==> config.mk <==
export PLATFORM = sky130hd
export DESIGN_NAME = controller_mc
export DESIGN_NICKNAME = d
export VERILOG_FILES = /design/src/rtl/controller_pkg.sv /design/src/rtl/controller_chan.sv /design/src/rtl/controller_mc.sv
export SDC_FILE = /design/constraint.sdc
export NUM_CORES = 1
export LEC_CHECK = 0
export CAP_MARGIN = 40
export CORE_UTILIZATION = 46
export DETAILED_ROUTE_END_ITERATION = 16
export GPL_TIMING_DRIVEN = 0
export PLACE_DENSITY = 0.77
export RECOVER_POWER = 50
export SYNTH_ARGS = -nofsm -noshare
export SYNTH_HDL_FRONTEND = slang
export SYNTH_HIERARCHICAL = 1
export SYNTH_SLANG_ARGS = --single-unit
export TNS_END_PERCENT = 5
==> constraint.sdc <==
create_clock -name clk -period 2.8 [get_ports clk]
set_input_delay 0.42 -clock clk [delete_from_list [all_inputs] [get_ports clk]]
set_output_delay 0.42 -clock clk [all_outputs]
set_load 0.03 [all_outputs]
==> src/rtl/controller_pkg.sv <==
// ============================================================================
// Module      : controller_pkg
// Description : Shared state type and default sizing for the multi-channel
//               countdown controller.
// Revision    : 1.0
// ============================================================================
`default_nettype none

package controller_pkg;

    typedef enum logic [1:0] {
        IDLE = 2'd0,
        RUN  = 2'd1,
        DONE = 2'd2
    } ctrl_state_t;

    localparam int BCNTDWN_DEF = 29;
    localparam int QDEPTH_DEF  = 2;

endpackage

`default_nettype wire

==> src/rtl/controller_chan.sv <==
// ============================================================================
// Module      : controller_chan
// Description : One countdown engine: job queue, FSM, counter and sticky flags.
//               The abort port is present only with CONTROLLER_ABORT_EN.
// Revision    : 1.0
// ============================================================================
`default_nettype none

module controller_chan
    import controller_pkg::*;
#(
    parameter int BCNTDWN = BCNTDWN_DEF,
    parameter int QDEPTH  = QDEPTH_DEF
) (
    input  logic               clk,
    input  logic               clr_n,
    input  logic               start,
    input  logic [BCNTDWN-1:0] countdown,
    input  logic               step,
    input  logic               irq_ack,
`ifdef CONTROLLER_ABORT_EN
    input  logic               abort,
`endif
    output logic               full,
    output logic               run,
    output logic               done,
    output logic               irq_pend,
    output logic               ovf
);

    localparam int c_pw = (QDEPTH > 1) ? $clog2(QDEPTH) : 1;
    localparam int c_cw = $clog2(QDEPTH + 1);

    logic [BCNTDWN-1:0] r_mem [QDEPTH];
    logic [c_pw-1:0]    r_wr_ptr;
    logic [c_pw-1:0]    r_rd_ptr;
    logic [c_cw-1:0]    r_count;
    ctrl_state_t        r_state;
    logic [BCNTDWN-1:0] r_counter;

    logic               w_kill;
    logic               w_empty;
    logic               w_push;
    logic               w_drop;
    logic               w_pop;
    logic               w_finish;
    logic               w_set_pend;
    logic [BCNTDWN-1:0] w_head;

`ifdef CONTROLLER_ABORT_EN
    assign w_kill = abort;
`else
    assign w_kill = 1'b0;
`endif

    function automatic logic [c_pw-1:0] ptr_next(input logic [c_pw-1:0] p);
        return (p == c_pw'(QDEPTH - 1)) ? '0 : p + c_pw'(1);
    endfunction

    // full comes from the registered occupancy, so a same-cycle pop never frees a slot for a push
    assign full       = (r_count == c_cw'(QDEPTH));
    assign w_empty    = (r_count == '0);
    assign w_head     = r_mem[r_rd_ptr];
    assign w_push     = start & ~full & ~w_kill;
    assign w_drop     = start & full & ~w_kill;
    assign w_pop      = ~w_empty & ~w_kill & ((r_state == IDLE) | (r_state == DONE));
    assign w_finish   = (r_state == RUN) & ~w_kill & step & (r_counter == BCNTDWN'(1));
    assign w_set_pend = w_finish | (w_pop & (w_head == '0));

    always_ff @(posedge clk) begin
        if (w_push) begin
            r_mem[r_wr_ptr] <= countdown;
        end
    end

    always_ff @(posedge clk or negedge clr_n) begin
        if (!clr_n) begin
            r_wr_ptr <= '0;
            r_rd_ptr <= '0;
            r_count  <= '0;
        end else if (w_kill) begin
            r_wr_ptr <= '0;
            r_rd_ptr <= '0;
            r_count  <= '0;
        end else begin
            if (w_push) begin
                r_wr_ptr <= ptr_next(r_wr_ptr);
            end
            if (w_pop) begin
                r_rd_ptr <= ptr_next(r_rd_ptr);
            end
            r_count <= r_count + c_cw'(w_push) - c_cw'(w_pop);
        end
    end

    always_ff @(posedge clk or negedge clr_n) begin
        if (!clr_n) begin
            r_state   <= IDLE;
            r_counter <= '0;
            run       <= 1'b0;
            done      <= 1'b0;
            irq_pend  <= 1'b0;
            ovf       <= 1'b0;
        end else begin
            done <= 1'b0;
            case (r_state)
                IDLE, DONE: begin
                    if (w_pop) begin
                        // zero-length jobs complete without ever entering RUN
                        if (w_head == '0) begin
                            r_state   <= DONE;
                            r_counter <= '0;
                            run       <= 1'b0;
                            done      <= 1'b1;
                        end else begin
                            r_state   <= RUN;
                            r_counter <= w_head;
                            run       <= 1'b1;
                        end
                    end else begin
                        r_state <= IDLE;
                        run     <= 1'b0;
                    end
                end
                RUN: begin
                    if (w_kill) begin
                        r_state   <= IDLE;
                        r_counter <= '0;
                        run       <= 1'b0;
                    end else if (step) begin
                        if (r_counter == BCNTDWN'(1)) begin
                            r_state   <= DONE;
                            r_counter <= '0;
                            run       <= 1'b0;
                            done      <= 1'b1;
                        end else begin
                            r_counter <= r_counter - BCNTDWN'(1);
                        end
                    end
                end
                default: begin
                    r_state   <= IDLE;
                    r_counter <= '0;
                    run       <= 1'b0;
                end
            endcase

            if (w_set_pend) begin
                irq_pend <= 1'b1;
            end else if (irq_ack) begin
                irq_pend <= 1'b0;
            end

            if (w_drop) begin
                ovf <= 1'b1;
            end else if (irq_ack) begin
                ovf <= 1'b0;
            end
        end
    end

endmodule

`default_nettype wire

==> src/rtl/controller_mc.sv <==
// ============================================================================
// Module      : controller_mc
// Description : NCHAN independent queued countdown engines with a shared,
//               maskable interrupt. Optional abort via CONTROLLER_ABORT_EN.
// Revision    : 1.0
// ============================================================================
`default_nettype none

module controller_mc
    import controller_pkg::*;
#(
    parameter int NCHAN   = 4,
    parameter int BCNTDWN = BCNTDWN_DEF,
    parameter int QDEPTH  = QDEPTH_DEF
) (
    input  logic                     clk,
    input  logic                     clr_n,
    input  logic [NCHAN-1:0]         start,
    input  logic [NCHAN*BCNTDWN-1:0] countdown,
    input  logic [NCHAN-1:0]         step,
    input  logic [NCHAN-1:0]         irq_mask,
    input  logic [NCHAN-1:0]         irq_ack,
`ifdef CONTROLLER_ABORT_EN
    input  logic [NCHAN-1:0]         abort,
`endif
    output logic [NCHAN-1:0]         full,
    output logic [NCHAN-1:0]         run,
    output logic [NCHAN-1:0]         done,
    output logic [NCHAN-1:0]         irq_pend,
    output logic [NCHAN-1:0]         ovf,
    output logic                     irq
);

    generate
        for (genvar gi = 0; gi < NCHAN; gi++) begin : g_chan
            controller_chan #(
                .BCNTDWN (BCNTDWN),
                .QDEPTH  (QDEPTH)
            ) u_chan (
                .clk       (clk),
                .clr_n     (clr_n),
                .start     (start[gi]),
                .countdown (countdown[gi*BCNTDWN +: BCNTDWN]),
                .step      (step[gi]),
                .irq_ack   (irq_ack[gi]),
`ifdef CONTROLLER_ABORT_EN
                .abort     (abort[gi]),
`endif
                .full      (full[gi]),
                .run       (run[gi]),
                .done      (done[gi]),
                .irq_pend  (irq_pend[gi]),
                .ovf       (ovf[gi])
            );
        end
    endgenerate

    always_ff @(posedge clk or negedge clr_n) begin
        if (!clr_n) begin
            irq <= 1'b0;
        end else begin
            irq <= |(irq_pend & irq_mask);
        end
    end

endmodule

`default_nettype wire

# After elaboration in Yosys (flattened, before gate mapping)
# Memory sizes are Yosys's and may differ from the RTL's.
# Cells that the tools add are included.
totals:
  reg_bits: 157
  latchBits: 0
  ramBits: 232
  mem_bits_ro: 0
  wordCells: 271
  memories: 4
classes:
  add_sub_neg: 20
  mul: 0
  div_mod_pow: 0
  n_lt_le_gt_ge: 0
  n_eq_ne: 28
  shifts: 0
  n_mux: 108
  bitwise: 41
  reduce_logical: 33
mem_list:
  columns: ["name", "depth", "word_bits", "rd", "rd_ports_with_merged_regs", "write_ports", "line", "text"]
  rows:
  - ["g_chan[0].u_chan.r_mem", 2, 29, 1, 0, 1, "controller_chan.sv:34", "logic [BCNTDWN-1:0] r_mem [QDEPTH];"]
  - ["g_chan[1].u_chan.r_mem", 2, 29, 1, 0, 1, "controller_chan.sv:34", null]
  - ["g_chan[2].u_chan.r_mem", 2, 29, 1, 0, 1, "controller_chan.sv:34", null]
  - ["g_chan[3].u_chan.r_mem", 2, 29, 1, 0, 1, "controller_chan.sv:34", null]
ops:
  columns: ["cell", "count"]
  rows:
  - ["29-bit 2-to-1 mux", 16]
  - ["29-bit one-hot mux with 2 select lines", 4]
  - ["29-bit by 1-bit equality test with 1-bit output (second input constant)", 4]
  - ["29-bit logical NOT", 4]
  - ["29-bit by 1-bit subtractor with 29-bit output (second input constant)", 4]
  - ["1-bit 2-to-1 mux", 60]
  - ["2-bit 2-to-1 mux", 16]
  - ["1-bit bitwise AND", 24]
  - ["2-bit equality test (second input constant)", 8]
  - ["2-bit logical NOT", 8]
  - ["2-bit != test (second input constant)", 8]
  - ["1-bit one-hot mux with 2 select lines", 8]
  - ["2-bit one-hot mux with 2 select lines", 4]
  - ["2-bit AND reduction", 8]
  - ["2-bit nonzero test", 8]
  - ["1-bit adder (second input constant)", 8]
  - ["2-bit by 1-bit adder with 2-bit output", 4]
  - ["2-bit by 1-bit equality test with 1-bit output (second input constant)", 4]
  - ["2-bit by 1-bit != test with 1-bit output (second input constant)", 4]
  - ["1-bit NOT", 8]
  - ["1-bit bitwise OR", 8]
  - ["2-bit OR reduction", 4]
  - ["2-bit by 1-bit subtractor with 2-bit output", 4]
  - ["4-bit bitwise AND", 1]
  - ["4-bit OR reduction", 1]

# Depth between registers and ports, before layout
depth:
  word_depth: 6
  depth_mapped: 9
  depth_no_buf: 7

# Modules after synthesis
# The synthesis kept the hierarchy.
by_module_without_submodules:
  columns: ["module", "instances", "cells_each", "area_per_inst_um2", "seq_area_each_um2"]
  rows:
  - ["controller_chan at g_chan[0].u_chan ...", 2, 375, 4531.8, 2717.6]
  - ["controller_chan at g_chan[2].u_chan", 1, 369, 4499.3, 2717.6]
  - ["controller_chan at g_chan[3].u_chan", 1, 368, 4490.6, 2717.6]
  - ["controller_mc", 1, 4, 43.8, 25.0]

# Worst setup path before layout
# No wires, ideal clock.
synth_timing:
  path_type: "flip-flop to flip-flop"
  from: "register g_chan[2].u_chan.r_count[0]"
  to: "memory g_chan[2].u_chan/r_mem[0][0] (netlist bit) (enable)"
  setup_time_ns: 0.415
  arrival_time_ns: 1.876
  setup_slack_ns: 0.509
  stages_incl_launch_ff: 4
  path_cell_list: "dfrtp_1 -> nand2b_1 -> nand2_1 -> nor2_1"
synth_between:
  elab_chain_cells: 5
synth_rtl:
  columns: ["element", "line", "text"]
  rows:
  - ["from (decl)", "controller_chan.sv:37", "logic [c_cw-1:0] r_count;"]
  - ["from (signal assigned)", "controller_chan.sv:92", "r_count <= r_count + c_cw'(w_push) - c_cw'(w_pop);"]
  - ["2-bit equality test", "controller_chan.sv:61", "assign full = (r_count == c_cw'(QDEPTH));"]
  - ["1-bit NOT", "controller_chan.sv:64", "assign w_push = start & ~full & ~w_kill;"]
  - ["1-bit bitwise AND", "controller_chan.sv:64", null]
  - ["1-bit 2-to-1 mux", "controller_chan.sv:71", "if (w_push) begin"]
  - ["1-bit 2-to-1 mux (implied by the code)", "controller_chan.sv:72", "r_mem[r_wr_ptr] <= countdown;"]
  - ["to (decl)", "controller_chan.sv:34", null]
# Every way passes these cells.

# Final worst setup path
layout_timing:
  from: "register g_chan[0].u_chan.r_counter[26]"
  to: "register g_chan[0].u_chan.r_counter[3]"
layout_between:
  elab_chain_cells: 4
layout_rtl:
  columns: ["element", "line", "text"]
  rows:
  - ["from (decl)", "controller_chan.sv:39", "logic [BCNTDWN-1:0] r_counter;"]
  - ["from (signal assigned)", "controller_chan.sv:117", "r_counter <= w_head;"]
  - ["from (signal assigned)", "controller_chan.sv:137", "r_counter <= r_counter - BCNTDWN'(1);"]
  - ["29-bit by 1-bit equality test with 1-bit output", "controller_chan.sv:131", "if (r_counter == BCNTDWN'(1)) begin"]
  - ["29-bit 2-to-1 mux", "controller_chan.sv:131", null]
  - ["29-bit 2-to-1 mux", "controller_chan.sv:130", "end else if (step) begin"]
  - ["29-bit one-hot mux with 2 select lines", "controller_chan.sv:106", "case (r_state)"]
# Every way passes these cells. The select of a mux whose other input is x is not followed.
# A chain may end at the register's enable or synchronous reset.

==> flow_metrics.tcl <==
set metrics [dict create \
    finalNetCount 1855 \
    finalSetupTns_ns 0 \
    timing.final.ws_setup_ns 0.0280 \
    drv_cap 1 \
    min_from "irq_ack[2]" \
    pin_count 155 \
    r2r_cells 6 \
    holdCritPathClass "input pin to flip-flop" \
    rr_startpoint "g_chan[0].u_chan/r_counter[26]" \
    path_cells "or4_1 -> nand2b_4 -> nor4_4 -> or2b_2 -> buf_2 -> o221ai_1" \
    synthCells 1491 \
    viasPerCell 6.05 \
    period_share_pct 99.0 \
    ys_dominant_reg_cell "edfxtp_1" \
    worst-path-max-fanout 10 \
    grt_max_degree 100 \
    clock_path_buffers 3 \
    p_total_mw 22.1 \
    synth-async-reset-ratio_pct 40.4 \
    dpl_worst_slack_ns -0.0883 \
    antennaDiodeCount 0 \
    rrSetupSlack_ns 0.03 \
    yosys.area.top_type "edfxtp_1" \
    cp_slowest_cell "nor4_4" \
    cts_htree_levels 2 \
    min_path_cells 2 \
    die_h_um 200 \
    route.detailed.drc 0 \
    setup_viol 0 \
    finalHoldViolCount 0 \
    path_class "flip-flop to flip-flop" \
    cp.arrival_ns 3.19 \
    cts_root_buffer "clkbuf_16" \
    rows 72 \
    die_x_um 200 \
    ys_seq_elements 389 \
    synth.most_common_cell "edfxtp_1" \
    dp_hpwl_um 33500 \
    netlist_area_um2 18100 \
    drive_gt1_share_pct 9.66 \
    ys_seq_area_share_pct 60.2 \
    netlist_top_cells_area "edfxtp_1 38%, dfrtp_1 22%, mux2i_1 5.8%, nor4_1 2.5%, nor2_1 2.1%" \
    power.density_nw_per_um2 1010 \
    ys_types 73 \
    cellLeakagePower_nw 8.23 \
    outcome "finished with violations" \
    clk_latency_ns 0.57 \
    core_area_um2 38700 \
    dr.pass1.iters 8 \
    gp_congestion 0.932 \
    max_stage_delay_ns 0.72 \
    numPortBuffers 154 \
    path_clk_slew_ns 0.06 \
    worstMarginPinSlew_ns 1.67 \
    synth-warning-count 6 \
    holdPathEnd "g_chan[2].u_chan/ovf" \
    num_vias 13700 \
    antenna_found_initial 0 \
    routedWlPerCell_um 20.9 \
    cts_sinks 389 \
    start_kind "flip-flop" \
    endpoint_kind "flip-flop" \
    grt_overflow 0 \
    fin_skew_ns 0.0109 \
    vdd_drop_max_mv 0.603 \
    reg2reg_to "g_chan[0].u_chan/r_counter[3]" \
    dp_cells 2173 \
    rsz0062_at_grt "yes" \
    slew_headroom_pct -11.4 \
    die_area_um2 40100 \
    cts_tree "done" \
    routed_wl_um 47200 \
    critPathBufInv 1 \
    postSynthAreaPerCell_um2 12.1 \
    track_usage_pct 23.5 \
    drt_iter0_drc 1278 \
    final_cells 2258 \
    violations "capacitance limit, slew limit" \
    synth_enable_flop_cells 232 \
    numCtsBuffers 43 \
    crit_family "simple AND/OR/NAND/NOR gates" \
    syn_nets 1641 \
    antenna_left 0 \
    synth.top_cell.area_share_pct 38.5 \
    grt_pass1_vias 13500 \
    crit_required_ns 3.22 \
    grt_pass1_wl_um 74600 \
    ys_top_cells_by_count "232 x edfxtp_1, 157 x dfrtp_1, 104 x mux2i_1" \
    finalCriticalPeriod_ns 2.77 \
    area_growth_pct 21.0 \
    clock.fmax_mhz 361 \
    initial_core_util_pct 46.7 \
    drv_slew 59 \
]
## flip-flops by register name (all words and copies together), names as in the netlist, 8 cells and up
signal,count
g_chan.u_chan/r_state,8
g_chan.u_chan/r_mem,232
g_chan.u_chan/r_counter,116
g_chan.u_chan/r_count,8
## area by class of cell
class | count | area [µm²]
Inverter | 30 | 113
Clock inverter | 25 | 196
Buffer | 61 | 280
Tap cell | 518 | 648
Clock buffer | 55 | 1130
Multi-Input combinational cell | 1011 | 6890
Fill cell | 3188 | 16800
Timing Repair Buffer | 169 | 1740
Sequential cell | 389 | 10900
## through the flow
step                      cell area [µm²]  util (%)  hold slack, ns
after floorplan                     18100         -           0.124
after global placement              20300      52.4           0.472
after detailed placement            20500      52.9           0.381
after CTS                           21800      56.4           0.379
after global routing                21900      56.5           0.476
final                               21900      56.5           0.459
## placed cells by master (no fill, tap or decap), types with 14 or more instances in the layout
cell	instances
nor3_1	65
a221o_1	14
xnor2_1	39
o31ai_1	15
nor4_1	68
nand3_1	36
edfxtp_1	232
nand2_1	91
o21ai_0	67
ha_1	16
buf_2	15
dlygate4sd3_1	117
clkbuf_1	45
mux2i_1	104
clkdlybuf4s50_1	37
a211o_1	22
inv_1	29
clkbuf_16	43
a21oi_1	69
nand2b_1	16
or3_1	28
nor2_1	100
nand4_1	18
o221ai_1	15
dfrtp_1	157
## where the power goes
part	switching (mW)	internal (mW)	total [mW]	leakage [nW]
clock	2.32	3.06	5.37	0.633
combinational	4.19	2.98	7.17	3.46
sequential	1.55	7.97	9.52	4.14
## cells by family (layout without fill, tap and decap cells)
family                   after synthesis  in the layout  synth area share, %
adder cells (fa/ha/maj)               16             16                 1.11
flip-flops                           389            389                 60.2
AO/OA/AOI/OAI                        300            300                 11.4
buffers and inverters                 91            340                 2.16
AND/OR/NAND/NOR                      526            526                 16.0
XOR/XNOR                              52             52                 2.52
multiplexers                         117            117                 6.56
## worst max path at each step
stage          depth (start not counted)                              to                           start  slack (ns)
2_1_floorplan                          3    g_chan[2].u_chan/r_mem[0][0]     g_chan[2].u_chan/r_count[0]        0.51
3_3_place_gp                           1   g_chan[1].u_chan/r_counter[3]                           clr_n       -5.65
3_5_place_dp                           6  g_chan[0].u_chan/r_counter[11]  g_chan[0].u_chan/r_counter[20]       -0.09
4_1_cts                                6  g_chan[1].u_chan/r_counter[13]  g_chan[1].u_chan/r_counter[12]        0.01
5_1_grt                                6   g_chan[0].u_chan/r_counter[3]   g_chan[0].u_chan/r_counter[9]      -0.004
6_report                               6   g_chan[0].u_chan/r_counter[3]  g_chan[0].u_chan/r_counter[26]        0.03
## what timing repair did
| action | 4_1_cts | 5_1_grt |
|---|---|---|
| hold endpoints to repair | 58 | 0 |
| setup buffers | 0 | 4 |
| setup endpoints to repair | 13 | 39 |
| hold buffers | 1 | 0 |
| pin swaps | 1 | 2 |
| resized for setup | 5 | 7 |
## per-layer routing
layer  track usage, %  vias up  routed length (µm)
met2             38.8      644               23100
met1             31.4     6701               19600
met5                0        -                   0
met4             8.89        0                1300
li1                 -     6217                   -
met3             3.56       90                3260
Note: power is estimated with default switching activity, not from simulation.
